`config.mk`:
```
export PLATFORM = sky130hd
export DESIGN_NAME = mem_arbiter_flat
export DESIGN_NICKNAME = d
export VERILOG_FILES = /design/src/rtl/mem_arbiter_pkg.sv /design/src/rtl/mem_arbiter_if.sv /design/src/rtl/mem_arbiter_rr_pick.sv /design/src/rtl/mem_arbiter.sv /design/src/flat_wrapper.sv
export SDC_FILE = /design/constraint.sdc
export NUM_CORES = 1
export LEC_CHECK = 0
export ABC_CLOCK_PERIOD_IN_PS = 8800
export BUFFER_PORTS_ARGS = -buffer_cell sky130_fd_sc_hd__buf_2
export CORE_MARGIN = 8
export CORE_UTILIZATION = 49
export CTS_CLUSTER_DIAMETER = 50
export CTS_CLUSTER_SIZE = 25
export DETAILED_ROUTE_END_ITERATION = 7
export PLACE_DENSITY = 0.83
export RECOVER_POWER = 50
export SLEW_MARGIN = 20
export SYNTH_ARGS = -nofsm -noshare
export SYNTH_HDL_FRONTEND = slang
export SYNTH_SLANG_ARGS = --single-unit
```
`constraint.sdc`:
```
create_clock -name clk -period 8.8 [get_ports clk]
set_clock_uncertainty 0.05 [all_clocks]
set_input_delay 1.32 -clock clk [delete_from_list [all_inputs] [get_ports clk]]
set_output_delay 1.32 -clock clk [all_outputs]
set_load 0.01 [all_outputs]
```
`src/rtl/mem_arbiter_pkg.sv`:
```
// Shared definitions for the data-memory arbiter, the per-core control units and the memory block.
package mem_arbiter_pkg;

    typedef enum logic [1:0] {
        IDLE   = 2'd0,
        ACCESS = 2'd1,
        DONE   = 2'd2
    } arb_state_e;

    localparam int DEF_NCORES  = 4;
    localparam int DEF_AW      = 16;
    localparam int DEF_DW      = 8;
    localparam int DEF_MEM_LAT = 2;

    // Bits needed to hold values 0..n-1, never less than one.
    function automatic int idx_width(input int n);
        return (n > 1) ? $clog2(n) : 1;
    endfunction

endpackage

```
`src/rtl/mem_arbiter_if.sv`:
```
// Core-request and memory-port bundle of the data-memory arbiter.
// Handshake: a core holds REQRD/REQWR (with ADDR/WDATA stable) until it sees its one-cycle ACK, then drops them.
interface mem_arbiter_if #(
    parameter int NCORES = 4,
    parameter int AW     = 16,
    parameter int DW     = 8
);
    logic [NCORES-1:0]    REQRD;
    logic [NCORES-1:0]    REQWR;
    logic [NCORES*AW-1:0] ADDR;
    logic [NCORES*DW-1:0] WDATA;
    logic [NCORES-1:0]    ACK;
    logic [NCORES-1:0]    GNT;
    logic [DW-1:0]        RDATA;
    logic                 BUSY;
    logic [AW-1:0]        MEMADDR;
    logic [DW-1:0]        MEMWDATA;
    logic                 MEMREAD;
    logic                 MEMWR;
    logic [DW-1:0]        MEMRDATA;

    // Cores and memory together form the master side; the arbiter is the slave.
    modport master (
        output REQRD, REQWR, ADDR, WDATA, MEMRDATA,
        input  ACK, GNT, RDATA, BUSY, MEMADDR, MEMWDATA, MEMREAD, MEMWR
    );

    modport slave (
        input  REQRD, REQWR, ADDR, WDATA, MEMRDATA,
        output ACK, GNT, RDATA, BUSY, MEMADDR, MEMWDATA, MEMREAD, MEMWR
    );
endinterface

```
`src/rtl/mem_arbiter_rr_pick.sv`:
```
// Combinational round-robin picker: first requester after last_i (wrapping) wins.
module rr_pick #(
    parameter int N  = 4,
    parameter int IW = 2
) (
    input  logic [N-1:0]  req_i,
    input  logic [IW-1:0] last_i,
    output logic [N-1:0]  gnt_o,
    output logic [IW-1:0] idx_o,
    output logic          valid_o
);
    int cand;

    always_comb begin
        gnt_o   = '0;
        idx_o   = '0;
        valid_o = 1'b0;
        cand    = 0;
        for (int k = 1; k <= N; k++) begin
            cand = int'(last_i) + k;
            if (cand >= N) cand = cand - N;
            if (!valid_o && req_i[cand]) begin
                valid_o     = 1'b1;
                gnt_o[cand] = 1'b1;
                idx_o       = cand[IW-1:0];
            end
        end
    end
endmodule

```
`src/rtl/mem_arbiter.sv`:
```
// Round-robin arbiter sharing the single data-memory port between the per-core control units.
// IDLE arbitrates, ACCESS holds the strobe for MEM_LAT cycles, DONE pulses the winner's ACK.
module mem_arbiter
    import mem_arbiter_pkg::*;
#(
    parameter int NCORES  = DEF_NCORES,
    parameter int AW      = DEF_AW,
    parameter int DW      = DEF_DW,
    parameter int MEM_LAT = DEF_MEM_LAT
) (
    input  logic         clk,
    input  logic         rstn,
    mem_arbiter_if.slave bus,
    output arb_state_e   dbg_state_o
);
    localparam int IW = idx_width(NCORES);
    localparam int CW = idx_width(MEM_LAT);

    arb_state_e        state_q;
    logic [IW-1:0]     last_q;
    logic [CW-1:0]     cnt_q;
    logic [NCORES-1:0] gnt_q;
    logic [NCORES-1:0] ack_q;
    logic [DW-1:0]     rdata_q;
    logic [AW-1:0]     memaddr_q;
    logic [DW-1:0]     memwdata_q;
    logic              memread_q;
    logic              memwr_q;

    logic [NCORES-1:0] pick_gnt;
    logic [IW-1:0]     pick_idx;
    logic              pick_valid;
    logic [AW-1:0]     addr_d;
    logic [DW-1:0]     wdata_d;
    logic              wr_d;

    rr_pick #(.N(NCORES), .IW(IW)) u_pick (
        .req_i  (bus.REQRD | bus.REQWR),
        .last_i (last_q),
        .gnt_o  (pick_gnt),
        .idx_o  (pick_idx),
        .valid_o(pick_valid)
    );

    // Write wins when a core raises both request lines.
    always_comb begin
        addr_d  = bus.ADDR[int'(pick_idx)*AW +: AW];
        wdata_d = bus.WDATA[int'(pick_idx)*DW +: DW];
        wr_d    = bus.REQWR[pick_idx];
    end

    always_ff @(posedge clk) begin
        if (!rstn) begin
            state_q    <= IDLE;
            last_q     <= IW'(NCORES - 1);
            cnt_q      <= '0;
            gnt_q      <= '0;
            ack_q      <= '0;
            rdata_q    <= '0;
            memaddr_q  <= '0;
            memwdata_q <= '0;
            memread_q  <= 1'b0;
            memwr_q    <= 1'b0;
        end else begin
            case (state_q)
                IDLE: begin
                    ack_q <= '0;
                    if (pick_valid) begin
                        gnt_q      <= pick_gnt;
                        last_q     <= pick_idx;
                        memaddr_q  <= addr_d;
                        memwdata_q <= wdata_d;
                        memwr_q    <= wr_d;
                        memread_q  <= !wr_d;
                        cnt_q      <= CW'(MEM_LAT - 1);
                        state_q    <= ACCESS;
                    end
                end
                ACCESS: begin
                    if (cnt_q == '0) begin
                        if (memread_q) rdata_q <= bus.MEMRDATA;
                        memread_q <= 1'b0;
                        memwr_q   <= 1'b0;
                        gnt_q     <= '0;
                        ack_q     <= gnt_q;
                        state_q   <= DONE;
                    end else begin
                        cnt_q <= cnt_q - CW'(1);
                    end
                end
                DONE: begin
                    ack_q   <= '0;
                    state_q <= IDLE;
                end
                default: state_q <= IDLE;
            endcase
        end
    end

    assign bus.GNT      = gnt_q;
    assign bus.ACK      = ack_q;
    assign bus.RDATA    = rdata_q;
    assign bus.BUSY     = (state_q != IDLE);
    assign bus.MEMADDR  = memaddr_q;
    assign bus.MEMWDATA = memwdata_q;
    assign bus.MEMREAD  = memread_q;
    assign bus.MEMWR    = memwr_q;
    assign dbg_state_o  = state_q;
endmodule

```
`src/flat_wrapper.sv`:
```
// flat-port wrapper written by rule: the top's interface ports become plain ports
module mem_arbiter_flat import mem_arbiter_pkg::*;
#(
    parameter int NCORES  = DEF_NCORES,
    parameter int AW      = DEF_AW,
    parameter int DW      = DEF_DW,
    parameter int MEM_LAT = DEF_MEM_LAT
)
  (clk, rstn, dbg_state_o, bus_REQRD, bus_REQWR, bus_ADDR, bus_WDATA, bus_MEMRDATA, bus_ACK, bus_GNT, bus_RDATA, bus_BUSY, bus_MEMADDR, bus_MEMWDATA, bus_MEMREAD, bus_MEMWR);
  mem_arbiter_if #(.NCORES(NCORES), .AW(AW), .DW(DW)) bus_i ();
  input  logic clk;
  input  logic rstn;
  output arb_state_e dbg_state_o;
  input wire logic [$bits(bus_i.REQRD)-1:0] bus_REQRD;
  input wire logic [$bits(bus_i.REQWR)-1:0] bus_REQWR;
  input wire logic [$bits(bus_i.ADDR)-1:0] bus_ADDR;
  input wire logic [$bits(bus_i.WDATA)-1:0] bus_WDATA;
  input wire logic [$bits(bus_i.MEMRDATA)-1:0] bus_MEMRDATA;
  output wire logic [$bits(bus_i.ACK)-1:0] bus_ACK;
  output wire logic [$bits(bus_i.GNT)-1:0] bus_GNT;
  output wire logic [$bits(bus_i.RDATA)-1:0] bus_RDATA;
  output wire logic [$bits(bus_i.BUSY)-1:0] bus_BUSY;
  output wire logic [$bits(bus_i.MEMADDR)-1:0] bus_MEMADDR;
  output wire logic [$bits(bus_i.MEMWDATA)-1:0] bus_MEMWDATA;
  output wire logic [$bits(bus_i.MEMREAD)-1:0] bus_MEMREAD;
  output wire logic [$bits(bus_i.MEMWR)-1:0] bus_MEMWR;
  assign bus_i.REQRD = bus_REQRD;
  assign bus_i.REQWR = bus_REQWR;
  assign bus_i.ADDR = bus_ADDR;
  assign bus_i.WDATA = bus_WDATA;
  assign bus_i.MEMRDATA = bus_MEMRDATA;
  assign bus_ACK = bus_i.ACK;
  assign bus_GNT = bus_i.GNT;
  assign bus_RDATA = bus_i.RDATA;
  assign bus_BUSY = bus_i.BUSY;
  assign bus_MEMADDR = bus_i.MEMADDR;
  assign bus_MEMWDATA = bus_i.MEMWDATA;
  assign bus_MEMREAD = bus_i.MEMREAD;
  assign bus_MEMWR = bus_i.MEMWR;
  mem_arbiter #(.NCORES(NCORES), .AW(AW), .DW(DW), .MEM_LAT(MEM_LAT)) u_core (.clk(clk), .rstn(rstn), .bus(bus_i), .dbg_state_o(dbg_state_o));
endmodule
```
; Yosys cells after proc, flatten, opt, wreduce, memory -nomap -nowiden
; Cells that the tools add are included.
[classes]
add_sub_neg = 9
order_cmp = 13
n_eq_ne = 4
shift = 2
mux = 54
bitwise_logic = 5
n_reduce_logical = 22
[op_table]
columns = op, count
row1 = 32-bit by 1-bit greater-or-equal comparator with 1-bit output (second input constant), 4
row2 = 32-bit by 4-bit < comparator with 1-bit output (second input constant), 4
row3 = 32-bit 2-to-1 mux, 4
row4 = 64-bit by 7-bit indexed part select with 16-bit output, 1
row5 = 32-bit by 4-bit greater-or-equal comparator with 1-bit output (second input constant), 1
row6 = 32-bit by 6-bit indexed part select with 8-bit output, 1
row7 = 32-bit by 4-bit subtractor with 32-bit output (second input constant), 1
row8 = 4-bit 2-to-1 mux, 7
row9 = 1-bit 2-to-1 mux, 22
row10 = 4-bit OR, 4
row11 = 4-bit one-hot mux with 2 select lines, 2
row12 = 2-bit 2-to-1 mux, 6
row13 = 1-bit binary-select mux with 2-bit select, 5
row14 = 1-bit demux with 2-bit select, 4
row15 = 2-bit AND reduction, 4
row16 = 3-bit by 3-bit subtractor with 4-bit output (second input constant), 2
row17 = 1-bit logical AND, 7
row18 = 2-bit by 2-bit adder with 3-bit output (second input constant), 2
row19 = 3-bit greater-or-equal comparator (second input constant), 2
row20 = 1-bit one-hot mux with 2 select lines, 3
row21 = 3-bit AND reduction, 2
row22 = 2-bit nonzero test, 3
row23 = 4-bit by 3-bit subtractor with 5-bit output (second input constant), 1
row24 = 2-bit by 3-bit adder with 4-bit output (second input constant), 1
row25 = other kinds (13), 16
[word_totals]
ff_bits = 47
output_inout_bits = 45

; Longest topological paths before layout
; Gate-level depths: netlist of run 1.
[logic_depth]
word_depth = 21
depth_mapped = 12

; Modules after synthesis
; Synthesis of run 1 repeated with hierarchy kept, for this count alone.
[unflattened]
hier_cells = 262
area_unflattened_um2 = 2899.0
[modules_own_cells]
columns = mod, n_inst, cells_each, area_each_um2, seq_area_each_um2
row1 = mem_arbiter, 1, 182, 2262.2, 940.9
row2 = rr_pick, 1, 80, 636.9, 0.0

; Worst setup path after synthesis of run 1
; No wires, ideal clock.
[synth_path]
kind = input to register
startpoint = input port bus_REQWR[2]
endpoint = register u_core.memaddr_q[13], in the netlist u_core.bus.MEMADDR[13]
arrival_time_ps = 3350
t_required_ps = 8628
path_slack_ps = 5278
cell_stages = 9
cell_sequence = buf_4 nor2_2 mux4_2 and3_4 buf_6 o31a_1 buf_6 mux2_4 a221o_1
[synth_via]
elab_chain_len = 15
word_cells_on_any_way = 29
[synth_lines]
columns = item, line
row1 = from (decl), flat_wrapper.sv:15  ; input wire logic [$bits(bus_i.REQWR)-1:0] bus_REQWR;
row2 = 4-bit OR (*), mem_arbiter.sv:38  ; .req_i (bus.REQRD | bus.REQWR),
row3 = 1-bit binary-select mux with 2-bit select, mem_arbiter_rr_pick.sv:22  ; if (!valid_o && req_i[cand]) begin
row4 = 1-bit 2-to-1 mux (not written as such) (2 in a row), mem_arbiter_rr_pick.sv:22
row5 = 1-bit 2-to-1 mux, mem_arbiter_rr_pick.sv:22
row6 = 1-bit zero test, mem_arbiter_rr_pick.sv:22
row7 = 1-bit logical AND, mem_arbiter_rr_pick.sv:22
row8 = 1-bit 2-to-1 mux, mem_arbiter_rr_pick.sv:22
row9 = 1-bit zero test, mem_arbiter_rr_pick.sv:22
row10 = 1-bit logical AND, mem_arbiter_rr_pick.sv:22
row11 = 1-bit 2-to-1 mux, mem_arbiter_rr_pick.sv:22
row12 = 1-bit zero test, mem_arbiter_rr_pick.sv:22
row13 = 1-bit logical AND, mem_arbiter_rr_pick.sv:22
row14 = 2-bit 2-to-1 mux or 1-bit 2-to-1 mux (tied branches), mem_arbiter_rr_pick.sv:22
row15 = 64-bit by 7-bit indexed part select with 16-bit output or 2-bit AND reduction (tied branches), --
row16 = to (signal assigned), mem_arbiter.sv:71  ; memaddr_q <= addr_d;
row17 = to (decl), mem_arbiter.sv:25  ; logic [AW-1:0] memaddr_q;
; Every way passes the cells marked *; elsewhere a longest branch is shown, timed or not. The select of a mux whose other input is x is not followed.
; A chain may end at the register's enable or synchronous reset.

; Worst setup path after layout of run 1
[layout_path]
startpoint = input port bus_REQWR[2]
endpoint = register u_core.memread_q, in the netlist u_core.bus.MEMREAD
[layout_via]
elab_chain_len = 19
word_cells_on_any_way = 34
[layout_lines]
columns = item, line
row1 = 4-bit OR, mem_arbiter.sv:38
row2 = 1-bit binary-select mux with 2-bit select, mem_arbiter_rr_pick.sv:22
row3 = 1-bit 2-to-1 mux (not written as such) (2 in a row), mem_arbiter_rr_pick.sv:22
row4 = 1-bit 2-to-1 mux, mem_arbiter_rr_pick.sv:22
row5 = 1-bit zero test, mem_arbiter_rr_pick.sv:22
row6 = 1-bit logical AND, mem_arbiter_rr_pick.sv:22
row7 = 1-bit 2-to-1 mux, mem_arbiter_rr_pick.sv:22
row8 = 1-bit zero test, mem_arbiter_rr_pick.sv:22
row9 = [2 not listed], --
row10 = 1-bit zero test, mem_arbiter_rr_pick.sv:22
row11 = 1-bit logical AND, mem_arbiter_rr_pick.sv:22
row12 = 2-bit 2-to-1 mux, mem_arbiter_rr_pick.sv:22
row13 = 1-bit binary-select mux with 2-bit select, mem_arbiter.sv:49  ; wr_d = bus.REQWR[pick_idx];
row14 = 1-bit 2-to-1 mux (not written as such), mem_arbiter.sv:49
row15 = 1-bit zero test, mem_arbiter.sv:74  ; memread_q <= !wr_d;
row16 = 1-bit 2-to-1 mux, mem_arbiter.sv:68  ; if (pick_valid) begin
row17 = 1-bit one-hot mux with 2 select lines, mem_arbiter.sv:65  ; case (state_q)
row18 = to (signal assigned), mem_arbiter.sv:74
row19 = to (decl), mem_arbiter.sv:27  ; logic memread_q;
; Parallel ways exist; a longest one is shown, timed or not. The select of a mux whose other input is x is not followed.

==> impl_metrics.csv, run 1 <==
group,metric,value,unit
run_status,status,"finished, final reports clean",
global_route,grt_pass1_vias,3394,
setup_path,cp.required,8.94,ns
route,drt_iter0_markers,256,
logic_synthesis,synth_xor_area_share,0,%
setup_path,end_kind,"register",
logic_synthesis,ys_ff_latch,47,
global_route,grt_pass1_wl,15700,um
cells_and_area,diodes,0,
clock_network,cts_buffers,5,
route,drtPass1Iterations,5,
cells_and_area,fin_nets,651,
logic_synthesis,synth-simple-area-share,30.3,%
setup_path,worstPathCellList,"buf_2 > nor4_1 > nand3_1 > o21ai_0 > o31a_2 > mux2_2 > a221o_1",
logic_synthesis,synth_edf_count,0,
logic_synthesis,yosysTopAreaCell,"dfxtp_1",
die,fp.coreArea,5990,um2
logic_synthesis,syn_nets,519,
setup_path,crit_type,"in2reg",
setup_path,crit_family,"compound AO/OA/AOI/OAI gates",
route,ant_nets,0,
die,rows,28,
power_and_ir_drop,power.density,236,nW/um2
logic_synthesis,synth_top_area_share,30.8,%
timing,finalCriticalPeriod,4.03,ns
placement,placed_area,3820,um2
logic_synthesis,synth_compound_area_share,23.6,%
logic_synthesis,synthesis.area,3060,um2
global_route,overflow,0,
timing,slew_violations,0,
route,drcViolationCount,0,
route,vias,3531,
route,post_drt_wl_per_cell,16.8,um
logic_synthesis,ys_seq_area_share,30.8,%
logic_synthesis,yosys.area_share.adder,3.27,%
setup_path,cp_slowest_cell,"o31a_2",
placement,portBuffers,158,
global_route,antenna_found_initial,0,
power_and_ir_drop,irDropWorstVdd,0.141,mV
timing,max_slew_margin,2.09,%
clock_network,cts.sinks,47,
logic_synthesis,netlist-cell-type-count,46,
logic_synthesis,synth_top_family_by_area,"simple AND/OR/NAND/NOR gates",
logic_synthesis,synthCells,397,
route,drt-total-wl,10200,um
clock_network,clock-root-buffer,"clkbuf_8",
clock_network,cts_resized,0,
placement,dp_cells,597,
setup_path,crit_buf_inv,1,
die,start_util,51.1,%
die,die-area,9030,um2
clock_network,ctsLongestPathBuffers,2,
cells_and_area,synthToLayoutAreaGrowth,27.8,%
die,pin_count,159,
cells_and_area,instances_no_fill,605,
logic_synthesis,synth_area_leaders,"dfxtp_1, nand2_1, nand3_1",
setup_path,arrival,4.17,ns
run,drv_cap,0,
logic_synthesis,synth-async-reset-ratio,0,%
timing,setup_violations,0,
clock_network,cts_tree,"done",
cells_and_area,final_area,3910,um2
logic_synthesis,yosys-mux-area-fraction,6.50,%
hold_path,hp-class,"reg2reg",
placement,dp_hpwl,7900,um
setup_path,crit_fanout,50,
clock_network,cts_setup_buffers,0,
logic_synthesis,ys.flop_type,"dfxtp_1",
setup_path,cp-start-kind,"primary input",
die,fp.dieW,95.0,um
global_route,grt_max_degree,51,
timing,hold_violations,0,
die,fp.dieH,95.0,um
timing,rsz0062_at_grt,"false",
route,viasPerCell,5.84,
clock_network,h-tree-depth,2,
power_and_ir_drop,p_total,0.924,mW
clock_network,path_clk_slew,0.09,ns
logic_synthesis,yosysWarnings,0,
cells_and_area,drive_above_1_share,27.4,%
logic_synthesis,synth_area_per_cell,7.71,um2
timing,fmax,0.248,GHz
timing,tightest_slew,1.47,ns
placement,place_congestion,0.940,
timing,setup_tns,0,ns
power_and_ir_drop,p_leak,1.71,nW
global_route,grt_util_all_layers,21.2,%
setup_path,crit_path_max_incr_delay,0.83,ns
clock_network,clkLatencyLatePin,0.30,ns
timing,finalCritPeriodShare,45.7,%
clock_network,hold_buffers,0,
[tightest hold or removal path, stage by stage, from the launching register on]
cell and delay (ns):
dfxtp_1 0.32, nand2_1 0.05, a21oi_1 0.05
[logic make-up after synthesis]
logic type / after synthesis
simple gates: 187
compound gates: 100
flops: 47
buf+inv: 40
mux: 15
fa+ha+maj: 8
[sequential cells by signal, indices dropped and copies added (netlist names)]
register / count
u_core.bus.MEMWDATA: 8
u_core.last_q: 2
u_core.bus.ACK: 4
u_core.bus.MEMREAD: 1
u_core.cnt_q: 1
u_core.dbg_state_o: 2
u_core.bus.MEMADDR: 16
u_core.bus.GNT: 4
u_core.bus.RDATA: 8
u_core.bus.MEMWR: 1
[cells in the mapped netlist (4+ instances only)]
cell,instances
mux2i_1,6
inv_1,5
nand3_1,40
a222oi_1,4
ha_1,8
nand2_1,68
dfxtp_1,47
and3_1,24
clkbuf_1,29
nor3_1,7
o31ai_1,18
and2_1,19
nor2_1,10
a221o_1,8
a311oi_1,4
mux2_4,4
o21ai_0,7
a21oi_1,25
a211oi_1,21
or2_2,5
[path summary, 6_finish.rpt]
path / from / endpoint / slack [ns] / depth (start not counted)
max: bus_REQWR[2] / u_core.bus.MEMREAD / 4.77 / 7
min: u_core.bus.RDATA[2] / u_core.bus.RDATA[2] / 0.41 / 2
max reg2reg: u_core.last_q[0] / u_core.bus.MEMREAD / 4.84 / 7
min reg2reg: u_core.bus.RDATA[2] / u_core.bus.RDATA[2] / 0.41 / 2
[placed cells by master (no fill, tap or decap), drive strengths merged, types with 18 or more instances in the layout]
master and count:
a211oi 21, a21oi 25, and2 19, and3 25, buf 115, clkbuf 50, dfxtp 47, nand2 68
nand3 40, o31ai 18
[cell type report]
class | instances | area (um2)
tap | 75 | 93.8
inverter | 5 | 18.8
clock buffer | 5 | 68.8
fill | 581 | 2080
sequential | 47 | 941
multi-input combinational | 310 | 1970
clock inverter | 3 | 71.3
timing repair buffer | 160 | 749
[metal layers]
metal  GRT usage, %  wire [um]
met3           6.92        913
met5              0          0
met1           26.2       4200
met4           4.55         99
met2           35.2       4970
[metrics by stage]
stage / utilization [%] / hold WS (ns) / worst slack (ns)
after detailed placement: 63.7 / 0.393 / 4.57
after CTS: 66.1 / 0.407 / 4.83
final: 65.2 / 0.409 / 4.77
after global routing: 65.2 / 0.420 / 4.47
after floorplan: - / 0.408 / 5.28
after global placement: 63.7 / 0.389 / 4.65
[where the power goes]
group / internal (mW) / switching (mW) / leakage, nW
logic: 0.178 / 0.256 / 1.26
clock network: 0.115 / 0.0767 / 0.0703
registers: 0.260 / 0.0380 / 0.387
Power figures use the tool's default switching activity.
==> inputs of run 2 (changes only) <==
- ABC_AREA: not set -> 1
- ABC_CLOCK_PERIOD_IN_PS: 8800 -> 3800
- CORE_UTILIZATION: 49 -> 48
- PLACE_DENSITY: 0.83 -> 0.78
- clock period: 8.8 -> 3.8 ns (I/O delays scaled with it)
==> run 2 against run 1 <==
Net effect: first-iteration DRC count is 22% lower; die area is 16% higher; final cell count is 37% higher; hold slack better by 0.029 ns; final area is 12% higher; via count is 20% higher; total power grew to 4.4 times the previous value; critical path depth is 5 higher; count of clock-buffer cells in the layout stayed put.
==> impl_metrics.csv, run 2 <==
group,metric,value,unit
cells_and_area,drive_above_1_share,20.5,%
clock_network,hold_buffers,0,
cells_and_area,fillCellCount,736,
global_route,overflow,0,
power_and_ir_drop,p_total,4.11,mW
logic_synthesis,synth_area_per_cell,6.01,um2
logic_synthesis,synth-async-reset-ratio,0,%
logic_synthesis,yosysMostFrequentCell,"inv_1",
cells_and_area,final_cell_mix,"inv_1, buf_2, nand2_1, nand3_1, nor2_1",
route,ant_nets,0,
timing,rsz0062_at_grt,"false",
die,fp.coreArea,7250,um2
timing,finalCriticalPeriod,3.13,ns
die,fp.dieH,102,um
logic_synthesis,synthesis.area,3580,um2
global_route,grt_max_degree,55,
global_route,grt_pass1_wl,19100,um
die,start_util,49.4,%
timing,holdWs,0.439,ns
hold_path,hp-class,"reg2reg",
global_route,grt_util_all_layers,22.0,%
clock_network,cts_tree,"done",
logic_synthesis,syn_nets,718,
setup_path,r2r-end,"u_core.bus.MEMWR",
clock_network,cts_resized,0,
setup_path,crit_fanout,51,
global_route,antenna_found_initial,0,
cells_and_area,synthToLayoutAreaGrowth,22.4,%
run_status,status,"finished, final reports clean",
cells_and_area,layout_commonest_cell,"inv_1",
cells_and_area,finish.utilization,60.5,%
power_and_ir_drop,irDropWorstVdd,0.435,mV
placement,portBuffers,158,
clock_network,cts_setup_buffers,0,
logic_synthesis,ys_ff_latch,47,
timing,tightest_slew,0.556,ns
route,drcViolationCount,0,
die,pin_count,159,
logic_synthesis,yosysTopAreaCell,"dfxtp_1",
clock_network,ctsLongestPathBuffers,2,
hold_path,min-delay-start,"u_core.bus.RDATA[3]",
logic_synthesis,ys.flop_type,"dfxtp_1",
global_route,grt_pass1_vias,4149,
logic_synthesis,ys_seq_area_share,26.2,%
hold_path,whs_path_depth,2,
setup_path,cp-start-kind,"register",
hold_path,worstHoldEndpoint,"u_core.bus.RDATA[3]",
timing,finalCritPeriodShare,82.3,%
logic_synthesis,synth_top_area_share,26.2,%
timing,fin_ws,0.674,ns
cells_and_area,diodes,0,
setup_path,arrival,3.29,ns
power_and_ir_drop,combPwrFrac,71.7,%
logic_synthesis,synth_common_cells,"inv_1, nand2_1, nand3_1",
setup_path,r2r_slack,0.67,ns
power_and_ir_drop,p_int,1.80,mW
setup_path,reg2reg_from,"u_core.last_q[0]",
cells_and_area,largest_reg_flops,16,
cells_and_area,fin_nets,853,
power_and_ir_drop,p_leak,2.61,nW
setup_path,worstRegToRegCells,12,
placement,place_congestion,0.976,
timing,setup_violations,0,
placement,dp_hpwl,8500,um
logic_synthesis,synth_area_leaders,"dfxtp_1, inv_1, nand3_1",
run,drv_cap,0,
timing,fmax,0.320,GHz
power_and_ir_drop,p_switching,2.30,mW
logic_synthesis,synthCells,596,
clock_network,clock-root-buffer,"clkbuf_8",
power_and_ir_drop,p_sw_share,56.1,%
setup_path,cp.required,3.97,ns
route,post_drt_wl_per_cell,13.8,um
route,viasPerCell,5.08,
clock_network,clkLatencyLatePin,0.31,ns
logic_synthesis,synth_edf_count,0,
clock_network,h-tree-depth,2,
route,vias,4220,
timing,hold_violations,0,
route,drt-total-wl,11500,um
route,drtPass1Iterations,5,
timing,max_slew_margin,62.9,%
die,die-area,10500,um2
timing,slew_violations,0,
setup_path,end_kind,"register",
setup_path,crit_type,"reg2reg",
power_and_ir_drop,power.density,936,nW/um2
placement,preCtsSetupSlack,0.695,ns
power_and_ir_drop,pwr-share-seq,19.0,%
die,fp.dieW,102,um
route,drt_iter0_markers,200,
logic_synthesis,yosysWarnings,0,
clock_network,cts_buffers,5,
clock_network,path_clk_slew,0.10,ns
power_and_ir_drop,power_frac_clock,9.4,%
die,rows,31,
clock_network,cts.sinks,47,
logic_synthesis,netlist-cell-type-count,31,
timing,setup_tns,0,ns
-- run 2: changes by cell type in the layout (fill, tap and decap cells not counted), moves of 6 or more --
| cell | change |
|---|---|
| a211oi_1 | -21 |
| a21oi_1 | -12 |
| a221o_1 | -8 |
| and2_1 | -19 |
| and3_1 | -23 |
| inv_1 | +127 |
| mux2i_1 | -6 |
| nand2_1 | +39 |
| nand3_1 | +43 |
| nand4_1 | +49 |
| nor2_1 | +65 |
| nor3_1 | -6 |
| o21ai_0 | +6 |
| o31ai_1 | -18 |
-- run 2: routing by layer --
layer | GRT usage (%) | vias up | share of wire [%]
li1 | - | 2138 | -
met3 | 5.79 | 13 | 12
met5 | 0 | - | 0
met4 | 5.19 | 0 | 0.89
met2 | 36.6 | 213 | 44
met1 | 27.5 | 1856 | 43
-- run 2: cell families after synthesis --
group	synth area share (%)
and+or+nand+nor	45.0
adders and majority gates	2.79
AOI/OAI and AO/OA	5.62
buffers and inverters	20.4
DFF	26.2
-- run 2: through the flow --
stage / std cells / cell area, um2
6_report: 831 / 4390
5_1_grt: 831 / 4390
4_1_cts: 831 / 4440
3_5_place_dp: 823 / 4330
3_3_place_gp: 823 / 4330
2_1_floorplan: 596 / 3580
-- run 2: final cells by class --
cell class / count / area (um2) / area share, %
Clock buffer: 5 / 68.8 / 1.57
Clock inverter: 3 / 46.3 / 1.05
Inverter: 138 / 528 / 12.0
Multi-Input combinational cell: 377 / 1920 / 43.6
Sequential cell: 47 / 941 / 21.4
Tap cell: 99 / 124 / 2.82
Timing Repair Buffer: 162 / 766 / 17.4
-- run 2: power groups by stage --
stage	Sequential (mW)	Combinational (mW)	Clock, mW
after floorplan	0.821	2.41	0
after global placement	0.775	2.90	0
after detailed placement	0.783	2.97	0
after CTS	0.773	2.97	0.396
after global routing	0.798	3.35	0.412
final	0.779	2.94	0.386
-- run 2: worst max-delay path by stage --
| stage | startpoint | endpoint | slack [ns] | cells after the start |
|---|---|---|---|---|
| 2_1_floorplan | u_core.last_q[0] | u_core.bus.MEMREAD | 1.63 | 16 |
| 3_3_place_gp | u_core.last_q[0] | u_core.bus.MEMWR | 0.88 | 12 |
| 3_5_place_dp | u_core.last_q[0] | u_core.bus.MEMWR | 0.70 | 12 |
| 4_1_cts | u_core.last_q[0] | u_core.bus.MEMWR | 0.69 | 12 |
| 5_1_grt | u_core.last_q[0] | u_core.bus.MEMREAD | 0.35 | 14 |
| 6_report | u_core.last_q[0] | u_core.bus.MEMWR | 0.67 | 12 |
-- run 2: critical path: stages (launching register included) --
cell     delay (ns)
dfxtp_1        0.65
inv_6          0.10
ha_1           0.36
inv_1          0.08
nand3_1        0.10
nand2_1        0.09
inv_2          0.14
o21ai_1        0.09
nand2_2        0.32
nand3_4        0.53
nand2_1        0.21
nand3_1        0.12
and3_1         0.18
==> inputs of run 3 (changes only) <==
- ABC_AREA: 1 -> 0
- ABC_CLOCK_PERIOD_IN_PS: 3800 -> 2500
- CORE_UTILIZATION: 48 -> 41
- PLACE_DENSITY: 0.78 -> 0.74
- clock period: 3.8 -> 2.5 ns (I/O delays scaled with it)
==> run 3 against run 2 <==
Net effect: hold slack lost 0.19 ns; clock power up 50%; worst setup slack lost 0.67 ns; largest power group unchanged; highest routed layer unchanged; critical endpoint is now u_core.bus.MEMREAD; final area decreased by 0.11%.
==> impl_metrics.csv, run 3 (synthesis results as in run 1) <==
group,metric,value,unit
cells_and_area,synthToLayoutAreaGrowth,43.3,%
clock_network,cts_tree,"done",
power_and_ir_drop,pwr-share-seq,29.4,%
cells_and_area,drive_above_1_share,35.4,%
cells_and_area,final_cell_mix,"buf_2, nand2_1, dfxtp_1, buf_4, clkbuf_1",
setup_path,cp-start-kind,"register",
placement,dp_hpwl,8380,um
power_and_ir_drop,power_frac_clock,16.5,%
setup_path,end_kind,"register",
cells_and_area,diodes,0,
power_and_ir_drop,p_int,2.10,mW
timing,fmax,0.401,GHz
power_and_ir_drop,p_switching,1.40,mW
die,rows,31,
setup_path,crit_type,"reg2reg",
die,fp.coreArea,7250,um2
run_status,status,"finished, final reports clean",
timing,tightest_slew,0.644,ns
route,ant_nets,0,
timing,slew_violations,0,
global_route,grt_pass1_vias,3645,
power_and_ir_drop,power.density,796,nW/um2
clock_network,path_clk_slew,0.09,ns
timing,max_slew_margin,57.0,%
route,drt_iter0_markers,207,
route,drtPass1Iterations,5,
die,pin_count,159,
timing,hold_violations,0,
route,drcViolationCount,0,
die,start_util,42.2,%
global_route,overflow,0,
timing,setup_tns,0,ns
route,post_drt_wl_per_cell,16.0,um
power_and_ir_drop,p_sw_share,40.0,%
clock_network,clock-root-buffer,"clkbuf_8",
placement,preCtsSetupSlack,-0.116,ns
setup_path,arrival,2.63,ns
power_and_ir_drop,combPwrFrac,54.1,%
global_route,grt_pass1_wl,16800,um
route,vias,3682,
cells_and_area,instances_no_fill,676,
placement,portBuffers,158,
cells_and_area,fin_nets,698,
global_route,grt_util_all_layers,19.7,%
global_route,grt_max_degree,49,
timing,finalCriticalPeriod,2.50,ns
timing,rsz0062_at_grt,"true",
hold_path,hp-class,"in2reg",
clock_network,ctsLongestPathBuffers,2,
clock_network,h-tree-depth,2,
power_and_ir_drop,p_leak,1.96,nW
route,drt-total-wl,10800,um
die,fp.dieW,102,um
clock_network,cts_buffers,5,
timing,finalCritPeriodShare,99.8,%
setup_path,cp.required,2.64,ns
die,fp.dieH,102,um
power_and_ir_drop,irDropWorstVdd,0.416,mV
global_route,antenna_found_initial,0,
die,die-area,10500,um2
placement,place_congestion,0.881,
run,drv_cap,0,
clock_network,hold_buffers,0,
setup_path,crit_fanout,6,
cells_and_area,largest_reg_flops,16,
cells_and_area,layout_commonest_cell,"buf_2",
route,maxUsedRoutingLayer,"met4",
cells_and_area,finish.utilization,60.4,%
placement,dp_cells,664,
timing,setup_violations,0,
clock_network,clkLatencyLatePin,0.30,ns
timing,fin_ws,0.00491,ns
route,viasPerCell,5.45,
route,dr_wl_met3,980,um
route,wl_met2,5220,um
route,wl_met1,4530,um
clock_network,cts.sinks,47,
run 3: worst paths after layout:
kind | start | endpoint | slack (ns) | cells after the start
hold reg to reg | u_core.bus.RDATA[5] | u_core.bus.RDATA[5] | 0.41 | 2
setup / recovery | u_core.last_q[1] | u_core.bus.MEMREAD | 0.005 | 8
hold / removal | bus_MEMRDATA[4] | u_core.bus.RDATA[4] | 0.25 | 3
setup reg to reg | u_core.last_q[1] | u_core.bus.MEMREAD | 0.005 | 8
run 3: cell type report:
| class | count | area (um2) |
|---|---|---|
| Inverter | 5 | 26.3 |
| Timing Repair Buffer | 206 | 1140 |
| Tap cell | 99 | 124 |
| Clock buffer | 5 | 68.8 |
| Fill cell | 685 | 2870 |
| Clock inverter | 3 | 47.5 |
| Multi-Input combinational cell | 311 | 2030 |
| Sequential cell | 47 | 946 |
run 3: layer usage:
metal  GRT usage, %  up-vias
met1           24.4     1706
met3           5.99        4
li1               -     1822
met4           3.61        0
met2           33.0      150
met5              0        -
run 3: timing repair:
action                                  CTS  global route
setup buffers                             3             0
pin swaps                                 3             3
endpoints found under the setup margin   16            18
gates resized for setup                   4             3
gates cloned                              1             0
run 3: critical path, stage by stage (launching register included):
cell and delay, ns:
dfxtp_4 0.38, inv_6 0.03, ha_4 0.26, or3b_4 0.36, a221o_1 0.32, o211a_1 0.17
o31a_4 0.17, mux2_4 0.34, a221o_1 0.32
run 3: power by group through the flow:
stage,Sequential [mW],Combinational (mW),Clock [mW]
finish,1.03,1.89,0.578
global route,1.05,2.08,0.621
CTS,1.02,1.91,0.591
detailed placement,1.03,1.85,0
global placement,1.03,1.82,0
floorplan,1.09,1.11,0
run 3: through the flow:
step | instance area (um2) | hold slack (ns) | power (mW)
3_5_place_dp | 4250 | 0.396 | 2.89
2_1_floorplan | 3130 | 0.408 | 2.21
6_report | 4380 | 0.251 | 3.49
4_1_cts | 4410 | 0.239 | 3.52
5_1_grt | 4380 | 0.239 | 3.75
3_3_place_gp | 4250 | 0.391 | 2.85
